[src/rtl/ahb_pkg.sv]
// Shared AHB types for the split controller: transfer/response codes,
// controller FSM states and the master-number helper.
package ahb_pkg;

   localparam int MID_W   = 4;
   localparam int NUM_MST = 16;

   typedef enum logic [1:0] {
      HTRANS_IDLE   = 2'b00,
      HTRANS_BUSY   = 2'b01,
      HTRANS_NONSEQ = 2'b10,
      HTRANS_SEQ    = 2'b11
   } htrans_t;

   localparam logic [1:0] HRESP_OKAY  = 2'b00;
   localparam logic [1:0] HRESP_ERROR = 2'b01;
   localparam logic [1:0] HRESP_RETRY = 2'b10;
   localparam logic [1:0] HRESP_SPLIT = 2'b11;

   typedef enum logic [3:0] {
      ST_IDLE,
      ST_SPLIT1,
      ST_SPLIT2,
      ST_ISSUE,
      ST_WAIT_RSP,
      ST_DONE,
      ST_LOCK_WAIT,
      ST_ERR1,
      ST_ERR2
   } split_state_t;

   // Locked transfers: grab write data, present the request, await the response.
   typedef enum logic [1:0] {
      LK_CAPTURE,
      LK_REQUEST,
      LK_AWAIT
   } lock_phase_t;

   // Two-cycle responses given to masters that arrive while the resource is busy.
   typedef enum logic [1:0] {
      SIDE_NONE,
      SIDE_FIRST,
      SIDE_SECOND
   } side_phase_t;

   function automatic logic [NUM_MST-1:0] master_bit(input logic [MID_W-1:0] id);
      logic [NUM_MST-1:0] v;
      v     = '0;
      v[id] = 1'b1;
      return v;
   endfunction

endpackage

[src/rtl/ahb_split_mask.sv]
// Wait mask of split masters plus registered HSPLITx generation
// (single owner release or whole-mask batch release).
module ahb_split_mask
   import ahb_pkg::*;
(
   input  logic               HCLK,
   input  logic               HRESET,
   input  logic               set_en,
   input  logic [MID_W-1:0]   set_id,
   input  logic               owner_rel,
   input  logic [MID_W-1:0]   owner_id,
   input  logic               mask_rel,
   output logic [NUM_MST-1:0] HSPLITx
);

   logic [NUM_MST-1:0] mask_reg;
   logic [NUM_MST-1:0] mask_next;
   logic [NUM_MST-1:0] hsplit_reg;
   logic [NUM_MST-1:0] hsplit_next;
   logic [NUM_MST-1:0] set_vec;
   logic [NUM_MST-1:0] owner_vec;

   assign set_vec   = set_en    ? master_bit(set_id)   : '0;
   assign owner_vec = owner_rel ? master_bit(owner_id) : '0;

   // A bit set in the release cycle survives into the next batch.
   genvar gi;
   generate
      for (gi = 0; gi < NUM_MST; gi++) begin : g_bit
         assign mask_next[gi]   = set_vec[gi] | (mask_reg[gi] & ~mask_rel);
         assign hsplit_next[gi] = owner_vec[gi] | (mask_reg[gi] & mask_rel);
      end
   endgenerate

   always_ff @(posedge HCLK or posedge HRESET) begin
      if (HRESET) begin
         mask_reg   <= '0;
         hsplit_reg <= '0;
      end else begin
         mask_reg   <= mask_next;
         hsplit_reg <= hsplit_next;
      end
   end

   assign HSPLITx = hsplit_reg;

endmodule

[src/rtl/ahb_split_ctrl.sv]
// AHB split controller in front of one variable-latency resource: splits
// the requester, runs the access, then serves the retry from a buffer.
module ahb_split_ctrl
   import ahb_pkg::*;
#(
   parameter int ADDR_W = 32,
   parameter int DATA_W = 32
)
(
   input  logic               HCLK,
   input  logic               HRESET,
   input  logic               HSEL,
   input  logic               HWRITE,
   input  logic               HREADY,
   input  logic               HMASTLOCK,
   input  logic [1:0]         HTRANS,
   input  logic [ADDR_W-1:0]  HADDR,
   input  logic [DATA_W-1:0]  HWDATA,
   input  logic [MID_W-1:0]   HMASTER,
   output logic               HREADYOUT,
   output logic [1:0]         HRESP,
   output logic [DATA_W-1:0]  HRDATA,
   output logic [NUM_MST-1:0] HSPLITx,
   output logic               req_valid,
   output logic               req_write,
   output logic [ADDR_W-1:0]  req_addr,
   output logic [DATA_W-1:0]  req_wdata,
   input  logic               req_ready,
   input  logic               rsp_valid,
   input  logic [DATA_W-1:0]  rsp_rdata
);

   split_state_t      state_reg, state_next;
   lock_phase_t       lock_reg, lock_next;
   side_phase_t       side_reg, side_next;
   logic [1:0]        side_resp_reg, side_resp_next;
   logic [MID_W-1:0]  owner_reg;
   logic [ADDR_W-1:0] addr_reg;
   logic              write_reg;
   logic [DATA_W-1:0] wdata_reg;
   logic [DATA_W-1:0] rdata_reg;

   htrans_t htrans;
   logic    accept;
   logic    is_owner;
   logic    addr_hit;
   logic    capture_addr;
   logic    mask_set;
   logic    owner_rel;
   logic    mask_rel;

   assign htrans   = htrans_t'(HTRANS);
   assign accept   = HSEL && HREADY && (htrans == HTRANS_NONSEQ || htrans == HTRANS_SEQ);
   assign is_owner = (HMASTER == owner_reg);
   assign addr_hit = (HADDR == addr_reg) && (HWRITE == write_reg);

   always_comb begin
      state_next     = state_reg;
      lock_next      = lock_reg;
      side_next      = side_reg;
      side_resp_next = side_resp_reg;
      capture_addr   = 1'b0;
      mask_set       = 1'b0;
      owner_rel      = 1'b0;
      mask_rel       = 1'b0;

      case (state_reg)
         ST_IDLE: begin
            if (accept) begin
               capture_addr = 1'b1;
               if (HMASTLOCK) begin
                  state_next = ST_LOCK_WAIT;
                  lock_next  = LK_CAPTURE;
               end else begin
                  state_next = ST_SPLIT1;
               end
            end
         end
         ST_SPLIT1:   state_next = ST_SPLIT2;
         ST_SPLIT2:   state_next = ST_ISSUE;
         ST_ISSUE:    if (req_ready) state_next = ST_WAIT_RSP;
         ST_WAIT_RSP: begin
            if (rsp_valid) begin
               state_next = ST_DONE;
               owner_rel  = 1'b1;
            end
         end
         ST_DONE: begin
            if (accept && is_owner) begin
               if (addr_hit) begin
                  state_next = ST_IDLE;
                  mask_rel   = 1'b1;
               end else begin
                  state_next = ST_ERR1;
               end
            end
         end
         ST_ERR1: state_next = ST_ERR2;
         ST_ERR2: begin
            state_next = ST_IDLE;
            mask_rel   = 1'b1;
         end
         ST_LOCK_WAIT: begin
            case (lock_reg)
               LK_CAPTURE: lock_next = LK_REQUEST;
               LK_REQUEST: if (req_ready) lock_next = LK_AWAIT;
               default:    if (rsp_valid) state_next = ST_IDLE;
            endcase
         end
         default: state_next = ST_IDLE;
      endcase

      case (side_reg)
         SIDE_FIRST:  side_next = SIDE_SECOND;
         SIDE_SECOND: side_next = SIDE_NONE;
         default:     ;
      endcase

      // Anyone but the owner-in-DONE is turned away while the resource is busy.
      if (accept && state_reg != ST_IDLE && !(state_reg == ST_DONE && is_owner)) begin
         side_next = SIDE_FIRST;
         if (HMASTLOCK && !is_owner) begin
            side_resp_next = HRESP_RETRY;
         end else begin
            side_resp_next = HRESP_SPLIT;
            mask_set       = 1'b1;
         end
      end
   end

   always_comb begin
      HREADYOUT = 1'b1;
      HRESP     = HRESP_OKAY;
      case (state_reg)
         ST_SPLIT1: begin
            HREADYOUT = 1'b0;
            HRESP     = HRESP_SPLIT;
         end
         ST_SPLIT2:    HRESP = HRESP_SPLIT;
         ST_ERR1: begin
            HREADYOUT = 1'b0;
            HRESP     = HRESP_ERROR;
         end
         ST_ERR2:      HRESP = HRESP_ERROR;
         ST_LOCK_WAIT: HREADYOUT = (lock_reg == LK_AWAIT) && rsp_valid;
         default:      ;
      endcase
      if (side_reg == SIDE_FIRST) begin
         HREADYOUT = 1'b0;
         HRESP     = side_resp_reg;
      end else if (side_reg == SIDE_SECOND) begin
         HREADYOUT = 1'b1;
         HRESP     = side_resp_reg;
      end
   end

   assign HRDATA    = (state_reg == ST_LOCK_WAIT) ? rsp_rdata : rdata_reg;
   assign req_valid = (state_reg == ST_ISSUE) ||
                      (state_reg == ST_LOCK_WAIT && lock_reg == LK_REQUEST);
   assign req_write = write_reg;
   assign req_addr  = addr_reg;
   assign req_wdata = wdata_reg;

   always_ff @(posedge HCLK or posedge HRESET) begin
      if (HRESET) begin
         state_reg     <= ST_IDLE;
         lock_reg      <= LK_CAPTURE;
         side_reg      <= SIDE_NONE;
         side_resp_reg <= HRESP_OKAY;
         owner_reg     <= '0;
         addr_reg      <= '0;
         write_reg     <= 1'b0;
         wdata_reg     <= '0;
         rdata_reg     <= '0;
      end else begin
         state_reg     <= state_next;
         lock_reg      <= lock_next;
         side_reg      <= side_next;
         side_resp_reg <= side_resp_next;
         if (capture_addr) begin
            owner_reg <= HMASTER;
            addr_reg  <= HADDR;
            write_reg <= HWRITE;
         end
         // Write data is in its data phase during SPLIT1 or the first locked cycle.
         if (write_reg && (state_reg == ST_SPLIT1 ||
                           (state_reg == ST_LOCK_WAIT && lock_reg == LK_CAPTURE)))
            wdata_reg <= HWDATA;
         if (state_reg == ST_WAIT_RSP && rsp_valid)
            rdata_reg <= rsp_rdata;
      end
   end

   ahb_split_mask u_mask (
      .HCLK      (HCLK),
      .HRESET    (HRESET),
      .set_en    (mask_set),
      .set_id    (HMASTER),
      .owner_rel (owner_rel),
      .owner_id  (owner_reg),
      .mask_rel  (mask_rel),
      .HSPLITx   (HSPLITx)
   );

endmodule

[config.mk]
export PLATFORM = sky130hd
export DESIGN_NAME = ahb_split_ctrl
export DESIGN_NICKNAME = d
export VERILOG_FILES = /design/src/rtl/ahb_pkg.sv /design/src/rtl/ahb_split_mask.sv /design/src/rtl/ahb_split_ctrl.sv
export SDC_FILE = /design/constraint.sdc
export NUM_CORES = 1
export LEC_CHECK = 0
export ABC_AREA = 1
export CORE_MARGIN = 1.5
export CORE_UTILIZATION = 50
export DETAILED_ROUTE_END_ITERATION = 8
export MAX_ROUTING_LAYER = met4
export PLACE_DENSITY = 0.82
export SLEW_MARGIN = 20
export SYNTH_ARGS = -nofsm -noshare
export SYNTH_HDL_FRONTEND = slang
export SYNTH_SLANG_ARGS = --single-unit
export TNS_END_PERCENT = 1
[constraint.sdc]
create_clock -name HCLK -period 15.4 [get_ports HCLK]
set_clock_uncertainty 0.1 [all_clocks]
set_input_delay 3.08 -clock HCLK [delete_from_list [all_inputs] [get_ports HCLK]]
set_output_delay 3.08 -clock HCLK [all_outputs]
set_load 0.01 [all_outputs]
==> Yosys cells after proc, flatten, opt, wreduce, memory -nomap -nowiden <==
Cells that the tools add are included.
W data, S select, Z words.
{ "totals": {"register_bits": 143, "in_bits": 110, "output_inout_bits": 117, "elab_cells": 176} }
{ "classes": {"magnitude_cmp": 4, "eq_ne": 26, "mux": 39, "bitwise": 65, "reduce_logical": 31} }
{ "ops": {"columns": ["op", "count"], "rows": [
  ["$and A1 B1 Y1", 32],
  ["$eq A32 B32 Y1", 1],
  ["$mux W16", 2],
  ["$mux W32", 1],
  ["$or A1 B1 Y1", 32],
  ["$pmux W4 S8", 1],
  ["$mux W4", 6],
  ["$eq A4 B3 Y1 const B", 4],
  ["$pmux W2 S2", 4],
  ["$logic_and A1 B1 Y1", 15],
  ["$ne A2 B2 Y1 const B", 7],
  ["$mux W1", 13],
  ["$mux W2", 6],
  ["$lt A4 B5 Y1 const B", 2],
  ["$demux W1 S4", 2],
  ["$eq A2 B2 Y1 const B", 4],
  ["$eq A4 B2 Y1 const B", 2],
  ["$ge A4 B1 Y1 const B", 2],
  ["$reduce_or A2 Y1", 4],
  ["$mux W3", 2],
  ["$reduce_and A6 Y1", 1],
  ["$reduce_and A5 Y1", 1],
  ["$eq A2 B1 Y1 const B", 2],
  ["$eq A4 B1 Y1 const B", 1],
  ["14 further kinds", 18]
]} }

==> Depth between registers and ports, before layout <==
Gate-level depths: netlist of the first run.
{ "logic_depth": {"ltp_word": 9, "mapped_depth": 13, "ltp_nobuf": 12} }

==> By module <==
From an unflattened synthesis of the first run, not the netlist that was laid out.
{ "unflattened": {"cells_unflattened": 717, "hier_area_um2": 6810.3} }
{ "by_module_without_submodules": {"columns": ["module", "instances", "cells_per_inst", "area_each_um2", "seq_area_each_um2"], "rows": [
  ["ahb_split_ctrl", 1, 550, 5413.9, 2777.7],
  ["ahb_split_mask", 1, 167, 1396.3, 800.8]
]} }

==> Worst setup path before layout of the first run <==
OpenSTA, ideal clock, no wires.
{ "synth_timing": {"path_kind": "input to output", "startpoint": "in rsp_valid", "endpoint": "out HREADYOUT", "arrival_ns": 3.417, "required_time_ns": 12.220, "slack_ns": 8.803, "cell_stages": 4, "path_buffers": 0, "path_cell_list": "nand3_1 o21ai_0 nand2_1 nand2_1"} }
{ "synth_between": {"elab_chain_cells": 4} }
{ "synth_lines": {"columns": ["element", "line", "source"], "rows": [
  ["from (decl)", "ahb_split_ctrl.sv:29", "input logic rsp_valid,"],
  ["$logic_and A1 B1 Y1", "ahb_split_ctrl.sv:145", "ST_LOCK_WAIT: HREADYOUT = (lock_reg == LK_AWAIT) && rsp_valid;"],
  ["$pmux W1 S2", "ahb_split_ctrl.sv:134", "case (state_reg)"],
  ["$mux W1", "ahb_split_ctrl.sv:151", "end else if (side_reg == SIDE_SECOND) begin"],
  ["$mux W1", "ahb_split_ctrl.sv:148", "if (side_reg == SIDE_FIRST) begin"],
  ["to (decl)", "ahb_split_ctrl.sv:20", "output logic HREADYOUT,"]
]} }
Every way passes these cells.

==> Worst setup path after layout of the first run <==
Same ends and word-level chain as after synthesis.

==> results of run 1 <==
## placed cells by master (no fill, tap or decap)
master / count
o21ai_0: 88
clkbuf_1: 1
nor2_4: 2
nand2_1: 211
buf_16: 1
nor2_1: 40
nand2_4: 2
dfrtp_1: 143
inv_1: 79
nor2_2: 1
o21bai_1: 1
inv_2: 1
o21a_1: 1
mux2_4: 30
xnor2_1: 15
a21oi_1: 4
nor3_1: 7
buf_4: 1
nand3_4: 1
clkbuf_16: 17
clkdlybuf4s50_1: 225
xor2_1: 12
inv_6: 2
nand4_1: 3
clkbuf_8: 1
clkinv_2: 2
clkinv_4: 1
mux2_2: 21
bufinv_16: 2
or2_1: 1
o22ai_1: 1
nand2_2: 13
nand3_1: 46
a31oi_1: 1
clkinvlp_4: 7
a21oi_2: 1
## worst max path at each step
stage / end / cells after the start / slack [ps]
floorplan: lock_reg[0] / 1 / 8380
global placement: HREADYOUT / 6 / 7640
detailed placement: HREADYOUT / 6 / 7640
CTS: HREADYOUT / 6 / 7640
global route: HREADYOUT / 6 / 7560
finish: HREADYOUT / 6 / 7630
## power breakdown
group	internal (mW)	switching (mW)	leakage (nW)	total (mW)
combinational	0.466	0.372	2.66	0.838
clock	0.242	0.159	0.264	0.401
sequential	0.533	0.107	1.79	0.640
total	1.24	0.638	4.71	1.88
## cell type report
| class | instances | area share |
|---|---|---|
| Clock inverter | 13 | 0.01433 |
| Clock buffer | 19 | 0.04529 |
| Inverter | 81 | 0.03160 |
| Tap cell | 176 | 0.02252 |
| Sequential cell | 143 | 0.3659 |
| Timing Repair Buffer | 227 | 0.2338 |
| Multi-Input combinational cell | 502 | 0.2866 |
## worst max-delay path, cell delays in order
cell and delay (ps):
clkdlybuf4s50_1 550, nand3_1 100, o21ai_0 170, nand2_1 90, nand2_1 60, clkdlybuf4s50_1 550
## stage by stage
stage | hold slack, ps | setup WS [ps]
6_report | 369.1 | 7627
5_1_grt | 400.6 | 7555
4_1_cts | 378.2 | 7639
3_5_place_dp | 366.6 | 7639
3_3_place_gp | 335.0 | 7642
2_1_floorplan | 322.9 | 8382
## synth_stat cells
library cell,instances
a21oi_2,1
buf_6,3
nor2_2,2
nand4_1,3
inv_1,80
inv_2,1
dfrtp_1,143
nand3_4,1
buf_4,1
mux2_2,21
buf_2,6
nor3_1,7
o21a_1,1
buf_8,1
nand2_1,213
mux2_4,30
o21bai_1,1
a31oi_1,1
xor2_1,12
o22ai_1,1
or2_1,1
nor2_1,40
xnor2_1,15
o21ai_0,88
nand2_4,1
nand2_2,12
a21oi_1,4
nor2_4,1
clkbuf_1,15
nand3_1,46
## cell families after synthesis
logic type | Yosys count | synth area share
compound gates | 97 | 0.07291
xor+xnor | 27 | 0.03471
buf+inv | 107 | 0.06556
flops | 143 | 0.5253
mux | 51 | 0.1008
simple gates | 327 | 0.2007
## per-layer routing
metal  track usage  wire length [um]  part of all wire  up-vias
met3       0.06702              1097             0.067       19
met4       0.07217               239             0.015        0
met1        0.3088              7229              0.44     2592
met5             -                 0                 0        -
met2        0.3851              7816              0.48      201
li1              -                 -                 -     2830
==> impl_metrics.yaml, run 1 <==
synthesis:
  synth_area_per_cell_sq_um: 9.060
  postSynthNetCount: 862
  syn_std_cell_area_sq_mm: 0.006813
  synthCells: 752
  post-synth-top-area-fraction: 0.5253
  postSynthRegisterBits: 143
  synthesis.yosys.warnings: 0
  seq_area_frac_synth: 0.5253
  synth.area.top_cells: "dfrtp_1 53%, nand2_1 12%, mux2_4 6.6%"
  yosys.area.top_type: "dfrtp_1"
  synthDistinctLibCells: 30
clocking:
  skew_pair_late_insertion_delay_ps: 420
  cts-root-buf: "clkbuf_16"
  clock_path_buffers: 2
  postCtsResizedCells: 0
  cts_hold_buffers: 0
  clock_sinks: 143
  tritoncts_clock_tree: "done"
  cts.clk_slew.worst_paths_ps: 60
  count_of_buffers_added_by_post_cts_timing_repair_for_setup: 0
  cts_made_buffers: 17
  ctsHtreeMaxLevel: 4
pwr:
  pwr_density_cell_mw_per_mm2: 192.1
  irDropWorstVdd_uv: 119.1
  fin_total_pwr_mw: 1.879
  p_leak_nw: 4.710
detailed_routing:
  routed-via-count: 5642
  routed_wirelength_um: 16380
  antenna_left: 0
  remaining_drc_errors: 0
  wl_per_cell_um: 14.11
  detail_route.vias_per_cell: 4.860
  first_pass_iters: 6
  drt-initial-drc-count: 305
finish:
  post_route_cells_drive_above_1_share: 0.1076
  layout.cell_area.non_filler_sq_mm: 0.009781
  insertedDiodeCount: 0
  multi_input_comb_area_sq_mm: 0.002803
  final_util: 0.7356
  final-seq-area_sq_mm: 0.003578
  final_cells: 1161
  area_delta_synth_final_pct: 43.56
  layout.filler_cells: 980
  num-nets-final: 1082
worst_setup_path:
  worst-setup-path-type: "in2out"
  worst_ep_arrival_time_ps: 4590
  endpoint_kind: "output pin"
  reg2regPathDepth: 8
  reg2reg_to: "req_wdata[19]"
  timing.critical_path.fanout_max: 3
  rrSetupSlack_ps: 12170
  worst_setup_path_startpoint: "rsp_valid"
  regToRegStartpoint: "state_reg[2]"
  critical_path_required_ps: 12220
  crit_path_start_kind: "input pin"
place:
  dp.cells: 1129
  place.port_buffers: 225
  post-dp-hpwl_um: 11840
  placed_area_sq_mm: 0.009193
  globalplace.congestion: 0.8860
sta:
  setup_viol_count_final: 0
  timing.fmax_mhz: 128.6
  fin_crit_ps: 7773
  final-hold-violation-count: 0
  post-route-period-util: 0.5048
  slew_violations: 0
  final.setup.tns_ps: 0
  worstMarginPinSlew_ps: 1059
  timing.slew.headroom: 0.2917
  unrepaired_setup_endpoints_after_global_routing: "no"
worst_hold_path:
  min_delay_path_depth: 2
  hold_path.class: "reg2reg"
  timing.hold.worst_endpoint: "u_mask.HSPLITx[12]"
  startpoint_of_the_most_critical_hold_path: "u_mask.mask_reg[12]"
global_routing:
  grt_max_degree: 81
  grt_first_pass_wirelength_um: 26570
  grt_pass1_vias: 5447
  number_of_antenna_violations_at_the_first_check_in_global_routing: 0
  global_route.usage.total: 0.2435
  globalRoute.totalOverflow: 0
run_status:
  outcome: "complete, no violations"
job:
  drv_cap: 0
die:
  floorplan.die_area_sq_mm: 0.01434
  ios: 227
  core_region_area_sq_mm: 0.01330
  initial_core_utilization: 0.5124
  die_height_um: 119.7
  core.rowCount: 42
  die_w_um: 119.7
No activity file was read; power rests on OpenSTA's default activity.
==> inputs of run 2 (changes only) <==
Settings changed: CORE_UTILIZATION 50 to 46, PLACE_DENSITY 0.82 to 0.76.
Clock period 15.4 ns to 7.7 ns, I/O delays scaled along.
==> run 2 against run 1 <==
Core utilization shrank 5.6 points. Cell area grew 0.59%. Largest power group unchanged. Sequential cell count is the same.
==> impl_metrics.yaml, run 2 (synthesis results as in run 1) <==
finish:
  insertedDiodeCount: 0
  final_cells: 1169
  num-nets-final: 1082
  layout.cells.most_common: "clkdlybuf4s50_1"
  leading_cell_types_in_the_layout_fill_and_taps_excluded: "225 x clkdlybuf4s50_1, 211 x nand2_1, 143 x dfrtp_1, 88 x o21ai_0, 79 x inv_1"
  area_delta_synth_final_pct: 44.41
  post_route_cells_drive_above_1_share: 0.1086
clocking:
  ctsHtreeMaxLevel: 4
  tritoncts_clock_tree: "done"
  clock_sinks: 143
  skew_pair_late_insertion_delay_ps: 410
  clock_path_buffers: 2
  postCtsResizedCells: 0
  cts_hold_buffers: 0
  cts_made_buffers: 17
  cts.clk_slew.worst_paths_ps: 60
  count_of_buffers_added_by_post_cts_timing_repair_for_setup: 0
  cts-root-buf: "clkbuf_16"
sta:
  fin_crit_ps: 4649
  timing.fmax_mhz: 215.1
  timing.slew.headroom: 0.2914
  post-route-period-util: 0.6038
  unrepaired_setup_endpoints_after_global_routing: "no"
  setup_viol_count_final: 0
  final-hold-violation-count: 0
  post-route-worst-setup-slack_ps: 3051
  worstMarginPinSlew_ps: 1059
  slew_violations: 0
  hold_ws_ps: 359.7
  final.setup.tns_ps: 0
detailed_routing:
  wl_per_cell_um: 14.05
  drt-initial-drc-count: 357
  first_pass_iters: 7
  routed-via-count: 5637
  routed_wirelength_um: 16420
  detail_route.vias_per_cell: 4.822
  antenna_left: 0
  remaining_drc_errors: 0
pwr:
  pwr_density_cell_mw_per_mm2: 389.0
  fin_total_pwr_mw: 3.827
  p_leak_nw: 4.742
  irDropWorstVdd_uv: 245.0
worst_hold_path:
  hold_path.class: "reg2reg"
die:
  floorplan.die_area_sq_mm: 0.01555
  ios: 227
  die_w_um: 124.7
  core_region_area_sq_mm: 0.01448
  initial_core_utilization: 0.4705
  die_height_um: 124.7
  core.rowCount: 44
worst_setup_path:
  critPathTopFamily: "buffers and inverters"
  critical_path_required_ps: 6060
  worst-setup-path-type: "in2out"
  worst_ep_arrival_time_ps: 3010
  timing.critical_path.fanout_max: 3
  path_cells: "clkdlybuf4s50_1, nand3_1, o21ai_0, nand2_1, nand2_1, clkdlybuf4s50_1"
  critical_path_buf_inv_count: 2
  crit_path_top_delay_cell: "clkdlybuf4s50_1"
  critical-path-max-stage-delay_ps: 540
  crit_path_start_kind: "input pin"
  endpoint_kind: "output pin"
run_status:
  outcome: "complete, no violations"
global_routing:
  grt_first_pass_wirelength_um: 27280
  global_route.usage.total: 0.2248
  globalRoute.totalOverflow: 0
  grt_max_degree: 76
  grt_pass1_vias: 5461
  number_of_antenna_violations_at_the_first_check_in_global_routing: 0
place:
  post-dp-hpwl_um: 11530
  globalplace.congestion: 0.8265
  dp.cells: 1136
  place_ws_ps: 3027
  place.port_buffers: 225
job:
  drv_cap: 0
[run 2: cell types whose count changed in the layout (fill, tap and decap cells not counted)]
cell | before | now
clkinvlp_4 | 7 | 5
bufinv_16 | 2 | 4
clkbuf_1 | 1 | 0
buf_16 | 1 | 0
buf_12 | 0 | 1
clkbuf_8 | 1 | 2
[run 2: worst reg2reg max path: stages, from the launching register on]
cell	delay, ps
dfrtp_1	380
inv_1	70
nor2_1	310
nand2_4	400
nor2_2	260
nand2_1	100
nand2_1	120
nand2_2	590
mux2_4	550
[run 2: cell type report]
| cell class | count | area (sq um) |
|---|---|---|
| multi-input cells | 502 | 2803 |
| inverters | 81 | 309.0 |
| clock buffers | 19 | 452.9 |
| well taps | 184 | 230.2 |
| fillers | 1165 | 4641 |
| clock inverters | 13 | 185.2 |
| flip-flops and latches | 143 | 3578 |
| repair buffers | 227 | 2280 |
[run 2: final timing paths]
kind	startpoint	end	slack (ps)	cells after the start
max in group asynchronous	HRESET	req_wdata[26]	4710	3
hold / removal	side_resp_reg[1]	side_resp_reg[1]	360	2
setup reg to reg	state_reg[2]	req_wdata[23]	4710	8
min in group asynchronous	HRESET	req_addr[5]	1500	2
setup / recovery	rsp_valid	HREADYOUT	3050	6
hold reg to reg	side_resp_reg[1]	side_resp_reg[1]	360	2
[run 2: power breakdown]
group	internal (mW)	switching (mW)
registers	1.07	0.214
clock network	0.559	0.316
logic	0.931	0.741
[run 2: layer usage]
layer  track usage  up-vias  share of wire
met2        0.3462      184           0.47
li1              -     2837              -
met4       0.05409        0          0.012
met5             -        -              0
met1        0.2913     2600           0.44
met3       0.07045       16          0.079
[run 2: stage by stage]
stage                       util  cell area, sq um
after floorplan                -              6813
after global placement    0.6337              9175
after detailed placement  0.6337              9175
after CTS                 0.6778              9813
after global routing      0.6795              9838
final                     0.6795              9838
==> inputs of run 3 (changes only) <==
Settings changed: CORE_UTILIZATION 46 to 42, PLACE_DENSITY 0.76 to 0.73.
Clock period 7.7 ns to 4 ns, I/O delays scaled along.
==> run 3 against run 2 <==
Register-to-register slack got worse by 3100 ps. Critical endpoint is now HRDATA[20]. Highest routed layer unchanged. Largest cell class unchanged. Combinational power rose by 93%. Cell count rose by 3.3%. Largest power group unchanged.
==> impl_metrics.yaml, run 3 (synthesis results as in run 1) <==
detailed_routing:
  drt-initial-drc-count: 376
  first_pass_iters: 4
  remaining_drc_errors: 0
  routed-via-count: 5659
  wl_per_cell_um: 13.62
  antenna_left: 0
  detail_route.vias_per_cell: 4.688
  routed_wirelength_um: 16450
sta:
  worstMarginPinSlew_ps: 790.0
  post-route-worst-setup-slack_ps: 564.8
  setup_viol_count_final: 0
  slew_violations: 0
  post-route-period-util: 0.8588
  unrepaired_setup_endpoints_after_global_routing: "no"
  timing.slew.headroom: 0.4721
  fin_crit_ps: 3435
  final.setup.tns_ps: 0
  final-hold-violation-count: 0
  timing.fmax_mhz: 291.1
die:
  ios: 227
  die_w_um: 130.4
  floorplan.die_area_sq_mm: 0.01699
  initial_core_utilization: 0.4289
  die_height_um: 130.4
  core_region_area_sq_mm: 0.01589
  core.rowCount: 46
clocking:
  cts_made_buffers: 17
  clock_sinks: 143
  cts-root-buf: "clkbuf_16"
  skew_pair_late_insertion_delay_ps: 420
  clock_path_buffers: 2
  cts_hold_buffers: 0
  count_of_buffers_added_by_post_cts_timing_repair_for_setup: 0
  ctsHtreeMaxLevel: 4
  tritoncts_clock_tree: "done"
  cts.clk_slew.worst_paths_ps: 60
  postCtsResizedCells: 0
pwr:
  p_leak_nw: 4.760
  irDropWorstVdd_uv: 395.9
  pwr_density_cell_mw_per_mm2: 742.4
finish:
  num-nets-final: 1088
  leading_cell_types_in_the_layout_fill_and_taps_excluded: "225 x clkdlybuf4s50_1, 211 x nand2_1, 143 x dfrtp_1, 88 x o21ai_0, 79 x inv_1"
  final_util: 0.6231
  area_delta_synth_final_pct: 45.29
  layout.cells.most_common: "clkdlybuf4s50_1"
  insertedDiodeCount: 0
  post_route_cells_drive_above_1_share: 0.1130
worst_setup_path:
  endpoint_kind: "output pin"
  worst-setup-path-type: "reg2out"
  crit_path_start_kind: "flop"
  worst_ep_arrival_time_ps: 2540
  critical_path_required_ps: 3100
  rrSetupSlack_ps: 1580
  crit_path_top_delay_cell: "clkdlybuf4s50_1"
  critical-path-max-stage-delay_ps: 590
  timing.critical_path.fanout_max: 26
  path_cells: "inv_1, nor2_1, nand2_2, buf_4, o21ai_0, clkdlybuf4s50_1"
worst_hold_path:
  hold_path.class: "reg2reg"
global_routing:
  grt_max_degree: 144
  global_route.usage.total: 0.2012
  grt_pass1_vias: 5280
  grt_first_pass_wirelength_um: 25740
  number_of_antenna_violations_at_the_first_check_in_global_routing: 0
  globalRoute.totalOverflow: 0
place:
  place.port_buffers: 225
  globalplace.congestion: 0.8228
  post-dp-hpwl_um: 11680
  place_ws_ps: 794.2
job:
  drv_cap: 0
run_status:
  outcome: "complete, no violations"
run 3: final timing paths:
path / from / endpoint / cells past startpoint
max: state_reg[2] / HRDATA[20] / 6
min: side_resp_reg[1] / side_resp_reg[1] / 2
max reg2reg: state_reg[1] / req_wdata[25] / 9
min reg2reg: side_resp_reg[1] / side_resp_reg[1] / 2
max in group asynchronous: HRESET / rdata_reg[12] / 3
min in group asynchronous: HRESET / req_wdata[18] / 3
run 3: stage by stage:
step / hold slack, ps / std cells / power (mW) / cell area [sq um]
final: 352.3 / 1207 / 7.348 / 9898
after global routing: 403.3 / 1207 / 7.834 / 9898
after CTS: 359.4 / 1207 / 7.423 / 9898
after detailed placement: 345.1 / 1175 / 5.712 / 9279
after global placement: 336.8 / 1175 / 5.655 / 9279
after floorplan: 322.9 / 752 / 4.146 / 6817
run 3: worst max-delay path: cells and delay by family (launching register included):
kind / cells / cell delay, ps
and+or+nand+nor: 2 / 570
AOI/OAI and AO/OA: 1 / 180
buffers and inverters: 3 / 990
DFF: 1 / 380
run 3: where the power goes:
part | internal (mW) | switching, mW
logic | 1.80 | 1.43
clock network | 1.04 | 0.615
registers | 2.05 | 0.416
total | 4.89 | 2.46
run 3: final cells by class:
| cell class | count | area [sq um] |
|---|---|---|
| inverter | 81 | 307.8 |
| multi-input combinational | 502 | 2798 |
| tap | 216 | 270.3 |
| clock buffer | 18 | 429.2 |
| sequential | 143 | 3578 |
| clock inverter | 14 | 190.2 |
| timing repair buffer | 233 | 2325 |
| fill | 1336 | 5987 |
run 3: metal layers:
layer,vias up,global-route usage,part of all wire
li1,2847,-,-
met1,2605,0.2515,0.44
met2,186,0.3164,0.46
met3,21,0.05904,0.077
met4,0,0.06141,0.015
met5,-,-,0
